<file path="config.mk">
export PLATFORM = sky130hd
export DESIGN_NAME = menu_controller
export DESIGN_NICKNAME = d
export VERILOG_FILES = /design/src/rtl/menu_controller.sv
export SDC_FILE = /design/constraint.sdc
export NUM_CORES = 1
export LEC_CHECK = 0
export CAP_MARGIN = 20
export CORE_MARGIN = 5
export CORE_UTILIZATION = 41
export DETAILED_ROUTE_END_ITERATION = 10
export PLACE_DENSITY = 0.54
export SKIP_LAST_GASP = 1
export SYNTH_ARGS = -nofsm -noshare
export SYNTH_HDL_FRONTEND = slang
export SYNTH_SLANG_ARGS = --single-unit
export TNS_END_PERCENT = 20
</file>
<file path="constraint.sdc">
create_clock -name CLOCK_50 -period 2.8 [get_ports CLOCK_50]
set_clock_uncertainty 0.2 [all_clocks]
set_input_delay 0.84 -clock CLOCK_50 [delete_from_list [all_inputs] [get_ports CLOCK_50]]
set_output_delay 0.84 -clock CLOCK_50 [all_outputs]
set_load 0.02 [all_outputs]
</file>
<file path="src/rtl/menu_controller.sv">
// menu_controller: debounces the board push-buttons, moves the menu cursor
// and launches or tears down games for the menu renderer and game cores.
//
// Ports:
//   CLOCK_50     system clock (posedge)
//   reset_n      async active-low reset
//   btn_up       raw button, active-high, asynchronous
//   btn_down     raw button, active-high, asynchronous
//   btn_select   raw button, active-high, asynchronous
//   btn_back     raw button, active-high, asynchronous
//   game_over    level from the running game, honoured only in PLAY
//   m            menu visible (state MENU)
//   cursor       highlighted item, 0..NUM_ITEMS-1
//   game_id      launched game index, latched on select
//   game_start   one-cycle launch pulse
//   game_active  high in state PLAY
module menu_controller #(
    parameter int DEBOUNCE_CYCLES = 1000000,
    parameter int NUM_ITEMS       = 4,
    parameter int NUM_GAMES       = 2
) (
    input  logic       CLOCK_50,
    input  logic       reset_n,
    input  logic       btn_up,
    input  logic       btn_down,
    input  logic       btn_select,
    input  logic       btn_back,
    input  logic       game_over,
    output logic       m,
    output logic [1:0] cursor,
    output logic [1:0] game_id,
    output logic       game_start,
    output logic       game_active
);

    localparam int CW =
        (DEBOUNCE_CYCLES > 1) ? $clog2(DEBOUNCE_CYCLES) : 1;
    localparam logic [CW-1:0] CNT_MAX = CW'(DEBOUNCE_CYCLES - 1);
    localparam logic [1:0]    LAST    = 2'(NUM_ITEMS - 1);
    localparam logic [2:0]    GAMES   = 3'(NUM_GAMES);

    typedef enum logic [1:0] {
        MENU,
        LAUNCH,
        PLAY
    } state_t;

    // channel order: 0=up 1=down 2=select 3=back
    logic [3:0]    raw;
    logic [3:0]    sync1;
    logic [3:0]    sync2;
    logic [3:0]    stable;
    logic [3:0]    stable_prev;
    logic [3:0]    ev;
    logic [CW-1:0] cnt [4];

    assign raw = {btn_back, btn_select, btn_down, btn_up};

    always_ff @(posedge CLOCK_50 or negedge reset_n) begin
        if (!reset_n) begin
            sync1       <= '0;
            sync2       <= '0;
            stable      <= '0;
            stable_prev <= '0;
            ev          <= '0;
            for (int i = 0; i < 4; i++) begin
                cnt[i] <= '0;
            end
        end else begin
            sync1       <= raw;
            sync2       <= sync1;
            stable_prev <= stable;
            ev          <= stable & ~stable_prev;
            for (int i = 0; i < 4; i++) begin
                // a level must disagree with stable for
                // DEBOUNCE_CYCLES samples in a row to be accepted
                if (sync2[i] == stable[i]) begin
                    cnt[i] <= '0;
                end else if (cnt[i] == CNT_MAX) begin
                    stable[i] <= sync2[i];
                    cnt[i]    <= '0;
                end else begin
                    cnt[i] <= cnt[i] + 1'b1;
                end
            end
        end
    end

    logic ev_up;
    logic ev_down;
    logic ev_sel;
    logic ev_back;

    assign ev_up   = ev[0];
    assign ev_down = ev[1];
    assign ev_sel  = ev[2];
    assign ev_back = ev[3];

    state_t     state_q;
    state_t     state_d;
    logic [1:0] cursor_d;
    logic [1:0] game_id_d;
    logic       m_d;
    logic       start_d;
    logic       active_d;

    always_ff @(posedge CLOCK_50 or negedge reset_n) begin
        if (!reset_n) begin
            state_q     <= MENU;
            cursor      <= 2'd0;
            game_id     <= 2'd0;
            m           <= 1'b1;
            game_start  <= 1'b0;
            game_active <= 1'b0;
        end else begin
            state_q     <= state_d;
            cursor      <= cursor_d;
            game_id     <= game_id_d;
            m           <= m_d;
            game_start  <= start_d;
            game_active <= active_d;
        end
    end

    always_comb begin
        state_d   = state_q;
        cursor_d  = cursor;
        game_id_d = game_id;
        unique case (state_q)
            MENU: begin
                // select wins over any same-cycle cursor move
                if (ev_sel) begin
                    if ({1'b0, cursor} < GAMES) begin
                        game_id_d = cursor;
                        state_d   = LAUNCH;
                    end
                end else if (ev_up && !ev_down) begin
                    cursor_d = (cursor == 2'd0) ? LAST : cursor - 2'd1;
                end else if (ev_down && !ev_up) begin
                    cursor_d = (cursor == LAST) ? 2'd0 : cursor + 2'd1;
                end
            end
            LAUNCH: begin
                state_d = PLAY;
            end
            PLAY: begin
                if (ev_back || game_over) begin
                    state_d = MENU;
                end
            end
            default: begin
                state_d = MENU;
            end
        endcase
    end

    // outputs decode the next state so they move with the state
    always_comb begin
        m_d      = 1'b0;
        start_d  = 1'b0;
        active_d = 1'b0;
        unique case (state_d)
            MENU:    m_d      = 1'b1;
            LAUNCH:  start_d  = 1'b1;
            PLAY:    active_d = 1'b1;
            default: m_d      = 1'b1;
        endcase
    end

endmodule

</file>
**After elaboration in Yosys (flattened, before gate mapping)**

Cells that the tools add are included.

- Output and inout bits: 7
- Input bits: 7
- Flip-flop bits (word level): 109

- Eq/ne operators: 13
- Bitwise operators: 7
- Add/sub/neg operators: 6
- Reductions and logical operators: 15
- $lt $le $gt $ge: 1
- Mux-type cells: 19

Operators by type and width:

| kind | number |
|---|---|
| two-way mux 20 bit | 8 |
| adder 20 x 1 -> 20 bit (second input constant) | 4 |
| == test 20 bit (second input constant) | 4 |
| two-way mux 2 bit | 7 |
| AND reduction 2 bit | 4 |
| == test 2 bit (second input constant) | 3 |
| case mux 2 bit (3 select lines) | 1 |
| AND reduction 3 bit | 2 |
| NOT 1 bit | 5 |
| bitwise AND 4 bit | 1 |
| == test 1 bit | 4 |
| == test 2 x 1 -> 1 bit (second input constant) | 2 |
| zero test 2 bit | 2 |
| NOT 4 bit | 1 |
| two-way mux 1 bit | 3 |
| adder 2 x 1 -> 2 bit (second input constant) | 1 |
| logical AND 1 bit | 2 |
| zero test 1 bit | 2 |
| less-than comparator 2 bit (second input constant) | 1 |
| nonzero test 2 bit | 1 |
| OR reduction 2 bit | 1 |
| subtractor 2 x 1 -> 2 bit (second input constant) | 1 |
| logical OR 1 bit | 1 |

**Logic depth before layout (Yosys ltp)**

- Word-level depth: 7
- Depth in mapped cells: 7
- Gate-level depth less buffers: 5

**Worst setup path before layout**

Ideal clock, no wire load.

- Kind: register to register
- Start point: register cnt[15] (netlist name)
- End point: register stable[3]
- Path slack: 0.623 ns
- Stages on the path, launching flop included: 5
- Setup time: 0.125 ns
- Data required time: 2.475 ns
- Data arrival time: 1.852 ns
- Cell sequence: dfrtp_1 > or4b_1 > or4_4 > nor2_1 > mux2_2

- Longest elaborated chain between the ends: 2

RTL lines:

| what | RTL line | text |
|---|---|---|
| start: declaration | 55 | `logic [CW-1:0] cnt [4];` |
| start signal: indexed assignment | 83 | `cnt[i] <= cnt[i] + 1'b1;` |
| == test 20 bit | 79 | `end else if (cnt[i] == CNT_MAX) begin` |
| AND reduction 2 bit (no line) | - |  |
| end signal: indexed assignment | 80 | `stable[i] <= sync2[i];` |
| end: declaration | 52 | `logic [3:0] stable;` |

Every way passes these cells.
A chain may end at the register's enable or synchronous reset.

**Worst setup path in the final report**

- Start point: register m
- End point: output m

RTL lines:

| what | RTL line | text |
|---|---|---|
| start: declaration | 29 | `output logic m,` |
| start signal: assignment | 119 | `m <= m_d;` |

No word-level cell between the ends.

==> results.ini <==
[floorplanning]
io_pins = 14
die_h_um = 121
fp.dieW_um = 121
dieArea_mm2 = 0.0145
initial_utilization_pct = 41.7
rows = 40
core_area_mm2 = 0.0120

[timing]
setup_viol = 0
finalHoldViolations = 0
max_freq_ghz = 0.402
tightestPinTransition_ns = 0.653
rsz0062_at_grt = false
finalCritPeriodShare_pct = 88.8
finalCriticalPeriod_ns = 2.49
setup_tns_ns = 0
slew_headroom_pct = 55.8
hold_ws_ns = 0.149
finalMaxSlewViolations = 0

[placement]
place.gp.congestion = 0.747
dp_hpwl_um = 6120
port_buffers = 13

[logic_synthesis]
ys_seq_elements = 109
yosysWarnings = 0
synth-main-ff-cell = dfrtp_1
syn_inst = 479
synth-edff-count = 0
syn_area_mm2 = 0.00501
avgSynthCellArea_um2 = 10.5
ys_seq_area_share_pct = 54.4
synth_nets = 495
async_flop_share_pct = 100
ys_types = 43

[clocking]
ctsResizeCount = 0
cts_setup_buffers = 0
cts_max_path_buffers = 2
ctsHoldBuffers = 0
path_clk_slew_ns = 0.07
clk_root_buffer_cell = clkbuf_16
cts_buffers = 9
clock_sinks = 109
cts_tree = done
clock_latency_ns = 0.34
h-tree-depth = 3

[worst_setup_path]
r2r_slack_ns = 0.41
path_delay_family = buffers and inverters
cpMaxStageDelayCell = clkdlybuf4s50_1
cp-start-kind = register
path_class = register to primary output
critical_path_peak_fanout = 1
path_buf_inv = 1
worstPathCellList = clkdlybuf4s50_1
required_ns = 1.76
worstSetupEndpointType = primary output
slowest_delay_ns = 0.59
worstPathArrival_ns = 1.45

[hold_path]
hp-class = register to register

[route]
drt-total-wl_um = 8970
dr.pass1.iters = 4
num_vias = 3463
drtIter0Drc = 251
post-route-drc-count = 0
wl_per_cell_um = 13.7
vias_per_cell = 5.29
final_antenna_net_count = 0

[power_and_ir_drop]
combPwrFrac_pct = 3.2
netSwitchingFraction_pct = 20.9
p_sw_w = 0.000638
clock_power_share_pct = 44.1
irDropWorstVdd_v = 0.000344
seqPwrFrac_pct = 52.8
power.internal_w = 0.00241
power.leakage_nw = 2.33
finalPower_w = 0.00305
power_density_mw_per_mm2 = 537

[layout]
area_growth_pct = 13.3
diodes = 0
final_common_cell = dfrtp_1
nNetsFinal = 519
final_cell_mix = dfrtp_1 (108), nor2_1 (67), xnor2_1 (35)
fin_util_pct = 47.3
n_fill_cell = 1117
drive_gt1_share_pct = 8.27

[global_route]
antenna_found_initial = 0
grt_max_degree = 39
overflow = 0
grt_pass1_wl_um = 16000
first_global_vias = 3416
track_usage_pct = 13.5

[flow_run]
drv_cap = 0

[run_status]
status = finished, final reports clean

[metal layers]
metal,GRT usage (%),vias to the layer above,share of wire [%]
li1,-,1729,-
met1,17.2,1679,47
met2,22.2,46,48
met3,4.26,9,3.6
met4,3.82,0,1.2
met5,0,-,0
[final timing paths]
kind	endpoint	startpoint	cells past startpoint
min in group asynchronous	cnt[74]	reset_n	1
max in group asynchronous	cnt[10]	reset_n	2
max reg2reg	cnt[6]	cnt[15]	4
min	sync2[1]	sync1[1]	0
max	m	m	1
min reg2reg	sync2[1]	sync1[1]	0
[state kept, by name, summed over array words and instances, names as in the netlist]
signal	cells
game_start	1
stable_prev	4
ev	4
cnt	80
m	1
game_active	1
game_id	2
sync1	4
state_q	2
stable	4
cursor	2
sync2	4
[cell type report]
class	count	area [um^2]	share of cell area [%]
Clock buffer	10	229	4.03
Clock inverter	6	86.3	1.52
Tap cell	147	184	3.24
Multi-Input combinational cell	344	2180	38.4
Sequential cell	109	2730	48.1
Timing Repair Buffer	22	208	3.66
Inverter	17	63.8	1.12
[synthesized netlist by cell type, types with 3 or more instances]
master	instances	share of area (%)
nor2_1	67	5.0
mux2_2	5	1.1
and3_1	7	0.87
nor3_1	16	1.6
o21ai_0	15	1.5
and2_1	3	0.37
xor2_1	22	3.8
xnor2_1	35	6.1
nand2b_1	4	0.50
nand3_1	21	2.1
a21oi_1	19	1.9
nand4_1	18	2.2
or3_1	14	1.7
nor2b_1	6	0.75
inv_1	17	1.3
ha_1	9	2.2
or4_1	6	0.90
o31ai_1	4	0.60
dfrtp_1	108	54
nand2_1	29	2.2
buf_2	3	0.30
and4_1	3	0.52
clkbuf_1	5	0.37
nor4b_1	3	0.52
mux2i_1	3	0.60
nor4_1	15	1.9
[per-stage QoR]
| stage | worst slack, ns | instance area (um^2) | std cells |
|---|---|---|---|
| 2_1_floorplan | 0.623 | 5010 | 479 |
| 3_3_place_gp | 0.462 | 5360 | 639 |
| 3_5_place_dp | 0.431 | 5360 | 639 |
| 4_1_cts | 0.281 | 5680 | 655 |
| 5_1_grt | 0.257 | 5680 | 655 |
| 6_report | 0.314 | 5680 | 655 |
[power groups by stage]
stage | clock network (W) | registers (W) | logic [W]
after floorplan | 0 | 0.00164 | 0.0000427
after global placement | 0 | 0.00164 | 0.0000995
after detailed placement | 0 | 0.00164 | 0.000101
after CTS | 0.00140 | 0.00161 | 0.000101
after global routing | 0.00146 | 0.00161 | 0.000114
final | 0.00134 | 0.00161 | 0.0000967
[cell families (layout without fill, tap and decap cells)]
kind of cell / after synthesis / count (layout) / synth area share, %
buffers and inverters: 26 / 55 / 2.17
DFF: 109 / 109 / 54.4
AOI/OAI and AO/OA: 45 / 45 / 5.69
and+or+nand+nor: 225 / 225 / 23.8
adders and majority gates: 9 / 9 / 2.25
xor gates and xnor gates: 57 / 57 / 9.96
muxes: 8 / 8 / 1.72
No activity file was read; power rests on OpenSTA's default activity.
